--- src/rtl/uart_tx.sv ---
// 8N1 UART transmitter with a one-byte holding register for gap-free back-to-back frames.
// Define UART_TX_PARITY_EN to insert an even-parity bit between the data bits and the stop bit.
module uart_tx #(
  parameter int unsigned CLKS_PER_BIT = 217
) (
  input  logic       i_Clock,
  input  logic       i_Reset,
  input  logic       i_TX_DV,
  input  logic [7:0] i_TX_Byte,
  output logic       o_TX_Ready,
  output logic       o_TX_Active,
  output logic       o_TX_Serial,
  output logic       o_TX_Done
);

  localparam logic [15:0] LAST_CLK = 16'(CLKS_PER_BIT - 1);

  typedef enum logic [2:0] {
    S_IDLE,
    S_START,
    S_DATA,
`ifdef UART_TX_PARITY_EN
    S_PARITY,
`endif
    S_STOP
  } state_t;

  state_t      state;
  logic [15:0] clk_cnt;
  logic [2:0]  bit_idx;
  logic [7:0]  shift_reg;
  logic [7:0]  hold_reg;
`ifdef UART_TX_PARITY_EN
  logic        parity_bit;
`endif
  logic        bit_end;
  logic        load;

  // o_TX_Ready doubles as the "holding register empty" flag.
  always_comb begin
    bit_end = (clk_cnt == LAST_CLK);
    load    = !o_TX_Ready && ((state == S_IDLE) || (state == S_STOP && bit_end));
  end

  always_ff @(posedge i_Clock or posedge i_Reset) begin
    if (i_Reset) begin
      state       <= S_IDLE;
      clk_cnt     <= '0;
      bit_idx     <= '0;
      shift_reg   <= '0;
      hold_reg    <= '0;
`ifdef UART_TX_PARITY_EN
      parity_bit  <= 1'b0;
`endif
      o_TX_Ready  <= 1'b1;
      o_TX_Active <= 1'b0;
      o_TX_Serial <= 1'b1;
      o_TX_Done   <= 1'b0;
    end else begin
      o_TX_Done <= 1'b0;

      if (i_TX_DV && o_TX_Ready) begin
        hold_reg   <= i_TX_Byte;
        o_TX_Ready <= 1'b0;
      end

      case (state)
        S_IDLE: begin
          clk_cnt     <= '0;
          o_TX_Serial <= 1'b1;
        end

        S_START: begin
          if (bit_end) begin
            clk_cnt     <= '0;
            bit_idx     <= '0;
            o_TX_Serial <= shift_reg[0];
            state       <= S_DATA;
          end else begin
            clk_cnt <= clk_cnt + 16'd1;
          end
        end

        S_DATA: begin
          if (bit_end) begin
            clk_cnt <= '0;
            if (bit_idx == 3'd7) begin
`ifdef UART_TX_PARITY_EN
              o_TX_Serial <= parity_bit;
              state       <= S_PARITY;
`else
              o_TX_Serial <= 1'b1;
              state       <= S_STOP;
`endif
            end else begin
              bit_idx     <= bit_idx + 3'd1;
              o_TX_Serial <= shift_reg[bit_idx + 3'd1];
            end
          end else begin
            clk_cnt <= clk_cnt + 16'd1;
          end
        end

`ifdef UART_TX_PARITY_EN
        S_PARITY: begin
          if (bit_end) begin
            clk_cnt     <= '0;
            o_TX_Serial <= 1'b1;
            state       <= S_STOP;
          end else begin
            clk_cnt <= clk_cnt + 16'd1;
          end
        end
`endif

        S_STOP: begin
          if (bit_end) begin
            clk_cnt   <= '0;
            o_TX_Done <= 1'b1;
            if (o_TX_Ready) begin
              o_TX_Active <= 1'b0;
              state       <= S_IDLE;
            end
          end else begin
            clk_cnt <= clk_cnt + 16'd1;
          end
        end

        default: state <= S_IDLE;
      endcase

      // Frame load overrides the per-state updates, both from IDLE and on the
      // last STOP edge, so a queued byte starts with no idle gap.
      if (load) begin
        shift_reg   <= hold_reg;
`ifdef UART_TX_PARITY_EN
        parity_bit  <= ^hold_reg;
`endif
        o_TX_Ready  <= 1'b1;
        o_TX_Active <= 1'b1;
        o_TX_Serial <= 1'b0;
        clk_cnt     <= '0;
        state       <= S_START;
      end
    end
  end

endmodule
--- config.mk ---
export PLATFORM = sky130hd
export DESIGN_NAME = uart_tx
export DESIGN_NICKNAME = d
export VERILOG_FILES = /design/src/rtl/uart_tx.sv
export SDC_FILE = /design/constraint.sdc
export NUM_CORES = 1
export LEC_CHECK = 0
export CORE_MARGIN = 2
export CORE_UTILIZATION = 55
export DETAILED_ROUTE_END_ITERATION = 8
export GPL_ROUTABILITY_DRIVEN = 0
export GPL_TIMING_DRIVEN = 0
export PLACE_DENSITY = 0.76
export SLEW_MARGIN = 10
export SYNTH_ARGS = -nofsm -noshare
export SYNTH_HDL_FRONTEND = slang
export SYNTH_SLANG_ARGS = --single-unit
--- constraint.sdc ---
create_clock -name i_Clock -period 5.1 [get_ports i_Clock]
set_input_delay 0.765 -clock i_Clock [delete_from_list [all_inputs] [get_ports i_Clock]]
set_output_delay 0.765 -clock i_Clock [all_outputs]
set_load 0.03 [all_outputs]
# --- Yosys cells after proc, flatten, opt, wreduce, memory -nomap -nowiden ---
# Cells that the tools add are included.
totals:
  register_bits: 42
  inputBits: 11
  wordCells: 73
  output_inout_bits: 4
classes:
  addsub: 2
  muxes: 29
  n_reduce_logical: 18
  order_cmp: 1
  eq_ne: 14
op_table:
  columns: ["cell", "count"]
  rows:
  - ["16-bit two-way mux", 2]
  - ["16-bit one-hot mux with 2 select lines", 1]
  - ["3-bit two-way mux", 9]
  - ["16-bit by 1-bit adder with 16-bit output, second input constant", 1]
  - ["16-bit by 8-bit == test with 1-bit output, second input constant", 1]
  - ["3-bit inequality test, second input constant", 5]
  - ["1-bit two-way mux", 13]
  - ["3-bit one-hot mux with 4 select lines", 1]
  - ["2-bit nonzero test", 5]
  - ["2-bit inequality test, second input constant", 4]
  - ["3-bit by 2-bit == test with 1-bit output, second input constant", 2]
  - ["3-bit one-hot mux with 2 select lines", 1]
  - ["3-bit AND reduction", 2]
  - ["6-bit AND reduction", 1]
  - ["3-bit by 4-bit less-than comparator with 1-bit output, second input constant", 1]
  - ["4-bit AND reduction", 1]
  - ["4-bit nonzero test", 1]
  - ["3-bit by 1-bit adder with 3-bit output, second input constant", 1]
  - ["1-bit binary-select mux with 3-bit select", 1]
  - ["3-bit by 1-bit == test with 1-bit output, second input constant", 1]
  - ["3-bit == test, second input constant", 1]
  - ["1-bit logical AND", 3]
  - ["3-bit zero test", 1]
  - ["1-bit one-hot mux with 3 select lines", 1]
  - ["other kinds (4)", 4]

# --- Depth between registers and ports, before layout ---
# Gate-level depths: netlist (run 1).
depth:
  word_depth: 7
  depth_mapped: 9
  mapped_depth_nobuf: 7

# --- Least setup slack after synthesis (run 1) ---
# No wires, ideal clock.
synth_path:
  path_type: "reg-to-reg"
  from: "register clk_cnt[0]"
  to: "register shift_reg[0]"
  period_less_slack_ns: 1.783
  path_stages_with_launch: 9
  n_path_buf: 1
  required_ns: 4.975
  arrival_time_ns: 1.658
  setup_ns: 0.125
  slack_ns: 3.317
  cell_sequence: "dfrtp_1 > inv_1 > ha_1 > nor4b_1 > and4_1 > buf_6 > a21oi_4 > nor2_8 > mux2_2"
synth_between:
  elab_chain_cells: 4
synth_lines:
  columns: ["element", "line", "source"]
  rows:
  - ["start: declaration", "29", "logic [15:0] clk_cnt;"]
  - ["start signal: assignment", "80", "clk_cnt <= clk_cnt + 16'd1;"]
  - ["start signal: assignment", "100", "clk_cnt <= clk_cnt + 16'd1;"]
  - ["start signal: assignment", "125", "clk_cnt <= clk_cnt + 16'd1;"]
  - ["16-bit by 8-bit == test with 1-bit output", "41", "bit_end = (clk_cnt == LAST_CLK);"]
  - ["1-bit logical AND", "42", "load = !o_TX_Ready && ((state == S_IDLE) || (state == S_STOP && bit_end));"]
  - ["1-bit logical OR", "42", null]
  - ["1-bit logical AND", "42", null]
  - ["end signal: assignment", "135", "shift_reg <= hold_reg;"]
  - ["end: declaration", "31", "logic [7:0] shift_reg;"]
# No other way between the ends.
# A chain may end at the register's enable or synchronous reset.

# --- Final worst setup path (run 1) ---
layout_path:
  from: "register o_TX_Ready"
  to: "output o_TX_Ready"
layout_rtl:
  columns: ["element", "line", "source"]
  rows:
  - ["start: declaration", "10", "output logic o_TX_Ready,"]
  - ["start signal: assignment", "55", "o_TX_Ready <= 1'b1;"]
  - ["start signal: assignment", "64", "o_TX_Ready <= 1'b0;"]
  - ["start signal: assignment", "139", "o_TX_Ready <= 1'b1;"]
# No word-level cell between the ends.

==> results.json, run 1 <==
{
  "start_util_pct": 59.0,
  "drt_wl_total_mm": 3.54,
  "die_y_um": 64.5,
  "status": "complete, no violations",
  "syn_avg_cell_area_um2": 11.5,
  "synth.distinct_cells": 38,
  "critPathTopFamily": "buffers and inverters",
  "timing.hold.worst.class": "reg2reg",
  "maxSlewHeadroom_pct": 44.4,
  "core_region_area_mm2": 0.00342,
  "ant_nets": 0,
  "clock_sinks": 41,
  "ctsLongestPathBuffers": 2,
  "syn-num-nets": 195,
  "dieArea_mm2": 0.00417,
  "port_buffers": 14,
  "setup_tns_ns": 0,
  "cts_tree": "done",
  "hold_viol_final": 0,
  "power.density_mw_per_mm2": 499,
  "power_uw": 1160,
  "core.rowCount": 21,
  "ir_worst_vdd_uv": 311,
  "netlist_area_mm2": 0.00202,
  "clk_latency_ns": 0.34,
  "antennaDiodeCount": 0,
  "crit_chain": "clkdlybuf4s50_1",
  "critPathSlowestCell": "clkdlybuf4s50_1",
  "grt_pass1_wl_mm": 6.37,
  "p_leak_uw": 0.00104,
  "fin_crit_sh_pct": 45.6,
  "crit_path_end_kind": "primary output",
  "fin_nets": 216,
  "yosysWarnings": 0,
  "h-tree-depth": 2,
  "worstSetupPathType": "reg2out",
  "die_w_um": 64.5,
  "grt_overflow": 0,
  "path_clk_slew_ns": 0.13,
  "cts-hold-fix-buffers": 0,
  "path_max_fanout": 2,
  "rsz0062_at_grt": "no",
  "remaining_drc_errors": 0,
  "grt_max_degree": 42,
  "worstRegToRegCells": 5,
  "skew_ns": 0.0146,
  "globalRouteMet3Util_pct": 3.82,
  "use_met2_pct": 33.5,
  "critical_path_buf_inv_count": 1,
  "cts_buffers": 5,
  "cpPeakStageDelay_ns": 0.66,
  "cts_root_buf": "clkbuf_4",
  "area_growth_pct": 14.9,
  "final-setup-viol-count": 0,
  "cts-resized-gates": 0,
  "firstDrtPassIters": 4,
  "synth_top_area_share_pct": 48.4,
  "place_hpwl_mm": 2.47,
  "hold_depth": 2,
  "synth_area_leader_cell": "dfrtp_1",
  "grtUsageTotal_pct": 19.6,
  "busiest_layer": "met2",
  "antenna_found_initial": 0,
  "ys_seq_area_share_pct": 51.0,
  "synth_seq_cells": 41,
  "cp.required_ns": 4.34,
  "dr_total_vias": 1374,
  "holdWs_ns": 0.509,
  "largest_reg_flops": 16,
  "critPathArrivalTime_ns": 1.56,
  "syn_inst": 176,
  "post_cts_buffers": 0,
  "worst_pin_slew_ns": 0.833,
  "period_needed_ns": 2.33,
  "grt_pass1_vias": 1445,
  "fmax_mhz": 430,
  "drv_slew": 0,
  "vias_per_cell": 5.63,
  "io-pin-count": 15,
  "maxCapViolations": 0,
  "first_iter_violations": 63,
  "drive_gt1_share_pct": 18.7,
  "fillers": 255,
  "met1_usage_pct": 25.0,
  "start_kind": "register",
  "synth_area_leaders": "dfrtp_1, mux2_2, ha_1, nor2_1, dfstp_2",
  "cp.depth": 1,
  "wire_per_inst_um": 14.5
}
[synthesized netlist by cell type (all sizes together)]
library cell,count
clkbuf,1
buf,5
nand3b,1
or3,2
xor2,6
a21oi,3
a22o,3
o21ai,8
dfstp,2
nand3,7
nand2,9
dfrtp,39
nor2,17
nor3,3
nor3b,1
o31ai,1
nand2b,1
and2,2
mux4,1
and3,4
ha,8
mux2i,4
o22ai,3
xnor2,6
o211a,1
nor4,1
and4,2
a2111oi,1
or2,1
o221ai,1
inv,12
nor4b,2
mux2,16
nand4,2
[worst min-delay path: cells and delay by family, from the launching register on]
family | cells | cell delay [ns]
and+or+nand+nor | 1 | 0.06
DFF | 1 | 0.39
AOI/OAI and AO/OA | 1 | 0.06
[worst paths after layout]
path	slack (ns)	endpoint	from
setup / recovery	2.77	o_TX_Ready	o_TX_Ready
hold reg to reg	0.51	o_TX_Serial	o_TX_Serial
setup reg to reg	3.05	o_TX_Serial	bit_idx[0]
hold / removal	0.51	o_TX_Serial	o_TX_Serial
min in group asynchronous	0.89	state[0]	i_Reset
max in group asynchronous	3.68	clk_cnt[9]	i_Reset
[area by class of cell]
cell class                 count  area (um^2)  area share, %
buffer                         6         41.3           1.78
clock buffer                   5         37.5           1.62
clock inverter                 3         65.1           2.81
inverter                      12         45.0           1.94
multi-input combinational    117          901           38.9
sequential                    41         1030           44.4
tap                           46         57.6           2.49
timing repair buffer          14          140           6.05
[layer usage]
layer	up-vias	wire [um]
met4	0	21
met3	2	148
li1	655	-
met1	680	1600
met2	37	1770
met5	-	0
[power breakdown]
group,internal (uW),switching (uW)
Sequential,425,61.0
Combinational,203,211
Clock,152,104
Total,779,376
[kinds of logic after synthesis]
logic type                 Yosys count  share of synthesized area (%)
and+or+nand+nor                     55                           14.9
DFF                                 41                           51.0
AOI/OAI and AO/OA                   21                           7.57
muxes                               21                           12.0
buffers and inverters               18                           4.28
xor gates and xnor gates            12                           5.21
adders and majority gates            8                           4.97
[through the flow]
stage | area, um^2 | instances | setup WS (ns) | util [%]
6_report | 2320 | 244 | 2.77 | 67.8
5_1_grt | 2320 | 244 | 2.72 | 67.8
4_1_cts | 2320 | 244 | 2.75 | 67.8
3_5_place_dp | 2210 | 236 | 3.07 | 64.8
3_3_place_gp | 2210 | 236 | 2.64 | 64.8
2_1_floorplan | 2020 | 176 | 3.32 | -
[cells in the final DEF, fill, tap and decap left out, types with 4 or more instances in the layout]
| cell type | n |
|---|---|
| nand3_1 | 7 |
| clkbuf_4 | 5 |
| o21ai_0 | 8 |
| ha_1 | 8 |
| clkdlybuf4s50_1 | 14 |
| xnor2_1 | 6 |
| nor2_1 | 16 |
| mux2_2 | 16 |
| nand2_1 | 9 |
| dfrtp_1 | 39 |
| xor2_1 | 6 |
| inv_1 | 11 |
| mux2i_1 | 4 |
(Power assumes the default switching activity.)
==> run 2: changes to the inputs <==
--- a/config.mk
+++ b/config.mk
@@ -6,11 +6,11 @@
 export NUM_CORES = 1
 export LEC_CHECK = 0
 export CORE_MARGIN = 2
-export CORE_UTILIZATION = 55
+export CORE_UTILIZATION = 52
 export DETAILED_ROUTE_END_ITERATION = 8
 export GPL_ROUTABILITY_DRIVEN = 0
 export GPL_TIMING_DRIVEN = 0
-export PLACE_DENSITY = 0.76
+export PLACE_DENSITY = 0.75
 export SLEW_MARGIN = 10
 export SYNTH_ARGS = -nofsm -noshare
 export SYNTH_HDL_FRONTEND = slang
==> constraint.sdc (replaced) <==
create_clock -name i_Clock -period 2.1 [get_ports i_Clock]
set_input_delay 0.315 -clock i_Clock [delete_from_list [all_inputs] [get_ports i_Clock]]
set_output_delay 0.315 -clock i_Clock [all_outputs]
set_load 0.03 [all_outputs]
==> run 2 against run 1 <==
Net effect:
- worst setup slack worse by 2.7 ns
- final cell count up 1.6%
- sequential share of layout area down 0.69 points
- critical path depth up 7
- non-clock buffer count up 2
- first-iteration DRC count up 6.3%
- clock power up 140%
- largest cell class unchanged
- wire length down 2.3%
- combinational power rose to 2.6 times the previous value
- utilization down 4.0 points
- hold slack worse by 0.019 ns
- die area up 5.4%
==> results.json, run 2 (same netlist as run 1, synthesis figures left out) <==
{
  "maxCapViolations": 0,
  "worst_pin_slew_ns": 0.819,
  "setup_tns_ns": 0,
  "die_y_um": 66.3,
  "r2r-end": "shift_reg[1]",
  "ir_worst_vdd_uv": 619,
  "period_needed_ns": 1.99,
  "area_growth_pct": 16.7,
  "status": "complete, no violations",
  "r2r-start": "clk_cnt[0]",
  "die_w_um": 66.3,
  "core_region_area_mm2": 0.00369,
  "timing.hold.worst.class": "reg2reg",
  "remaining_drc_errors": 0,
  "rrSetupSlack_ns": 0.11,
  "cts_root_buf": "clkbuf_8",
  "fmax_mhz": 503,
  "skew_ns": 0.00743,
  "crit_path_end_kind": "register",
  "wl_met1_mm": 1.60,
  "dieArea_mm2": 0.00439,
  "dr_total_vias": 1362,
  "antennaDiodeCount": 0,
  "worstSetupPathType": "reg2reg",
  "final_cells": 248,
  "path_max_fanout": 9,
  "cts_buffers": 5,
  "grtUsageTotal_pct": 17.5,
  "hold_depth": 2,
  "io-pin-count": 15,
  "critPathArrivalTime_ns": 2.16,
  "start_util_pct": 54.6,
  "fin_crit_sh_pct": 94.7,
  "ant_nets": 0,
  "wl_met2_mm": 1.69,
  "hold_start": "o_TX_Serial",
  "p_leak_uw": 0.00105,
  "power.density_mw_per_mm2": 1210,
  "clock_sinks": 41,
  "maxSlewHeadroom_pct": 45.3,
  "place_area_mm2": 0.00222,
  "mostFrequentLayoutCells": "dfrtp_1, mux2_2, nor2_1",
  "place_hpwl_mm": 2.43,
  "drive_gt1_share_pct": 20.0,
  "cts_tree": "done",
  "largest_reg_flops": 16,
  "path_clk_slew_ns": 0.08,
  "vias_per_cell": 5.49,
  "first_iter_violations": 67,
  "ctsLongestPathBuffers": 2,
  "wl_met3_um": 146,
  "p_switching_uw": 933,
  "firstDrtPassIters": 4,
  "h-tree-depth": 2,
  "drt_wl_total_mm": 3.46,
  "antenna_found_initial": 0,
  "grt_max_degree": 42,
  "p_int_uw": 1900,
  "cts-hold-fix-buffers": 0,
  "start_kind": "register",
  "crit_chain": "inv_1 > ha_1 > nor4b_2 > and4_1 > buf_6 > a21oi_4 > nor2_4 > mux2_2",
  "critPathSlowestCell": "dfrtp_1",
  "layout_commonest_cell": "dfrtp_1",
  "cp.required_ns": 2.27,
  "fin_nets": 219,
  "pwr-share-comb_pct": 37.2,
  "top_layer_used": "met4",
  "grt_overflow": 0,
  "port_buffers": 14,
  "placedCellCount": 238,
  "clk_latency_ns": 0.29,
  "p_seq_share_pct": 41.4,
  "whs_endpoint": "o_TX_Serial",
  "hold_viol_final": 0,
  "wire_per_inst_um": 13.9,
  "worstRegToRegCells": 8,
  "pwr-share-clk_pct": 21.4,
  "drv_slew": 0,
  "final-setup-viol-count": 0,
  "cpPeakStageDelay_ns": 0.43,
  "fillers": 299,
  "core.rowCount": 22,
  "post-route-cell-area_mm2": 0.00235,
  "grt_pass1_wl_mm": 5.82,
  "netSwitchingFraction_pct": 32.9,
  "grt_pass1_vias": 1363
}
[run 2: area by class of cell]
class / instances / area [um^2] / share of cell area, %
clock buffer: 5 / 68.8 / 2.93
clock inverter: 2 / 35.0 / 1.49
multi-input combinational: 118 / 918 / 39.0
buffer: 6 / 41.3 / 1.76
tap: 48 / 60.1 / 2.55
sequential: 41 / 1030 / 43.7
inverter: 12 / 45.0 / 1.91
timing repair buffer: 16 / 155 / 6.60
[run 2: how the worst max path moves through the flow]
stage	from	to	slack [ns]	depth (start not counted)
floorplan	clk_cnt[0]	shift_reg[0]	0.32	8
global placement	i_Reset	bit_idx[2]	0.08	2
detailed placement	clk_cnt[0]	shift_reg[4]	0.11	8
CTS	clk_cnt[0]	shift_reg[1]	0.10	8
global route	clk_cnt[0]	shift_reg[7]	-0.001	8
finish	clk_cnt[0]	shift_reg[1]	0.11	8
[run 2: power groups by stage]
| stage | sequential [uW] | combinational [uW] | clock (uW) |
|---|---|---|---|
| after CTS | 1180 | 994 | 620 |
| after global routing | 1200 | 1160 | 652 |
| after floorplan | 1190 | 753 | 0 |
| final | 1170 | 1060 | 607 |
| after detailed placement | 1190 | 985 | 0 |
| after global placement | 1170 | 945 | 0 |
[run 2: layer usage]
metal | up-vias | track usage (%)
met5 | - | 0
met4 | 0 | 6.12
met3 | 2 | 5.11
met2 | 34 | 28.6
met1 | 667 | 22.1
li1 | 659 | -
[run 2: what timing repair did]
action                     CTS  global route
buffers inserted             0             2
setup endpoints to repair    0             8
gates resized for setup      0             1
[run 2: per-stage QoR]
stage | hold slack [ns] | total power, uW | util (%) | worst slack [ns]
2_1_floorplan | 0.461 | 1940 | - | 0.317
3_3_place_gp | 0.477 | 2120 | 60.1 | 0.0810
3_5_place_dp | 0.477 | 2180 | 60.1 | 0.113
4_1_cts | 0.488 | 2790 | 62.9 | 0.101
5_1_grt | 0.521 | 3010 | 63.8 | -0.000955
6_report | 0.489 | 2840 | 63.8 | 0.111
[run 2: worst max-delay path, delay by kind of cell, from the launching register on]
family	cells	cell delay, ns
flops	1	0.43
simple gates	3	0.61
compound gates	1	0.10
mux	1	0.35
buf+inv	2	0.22
fa+ha+maj	1	0.16
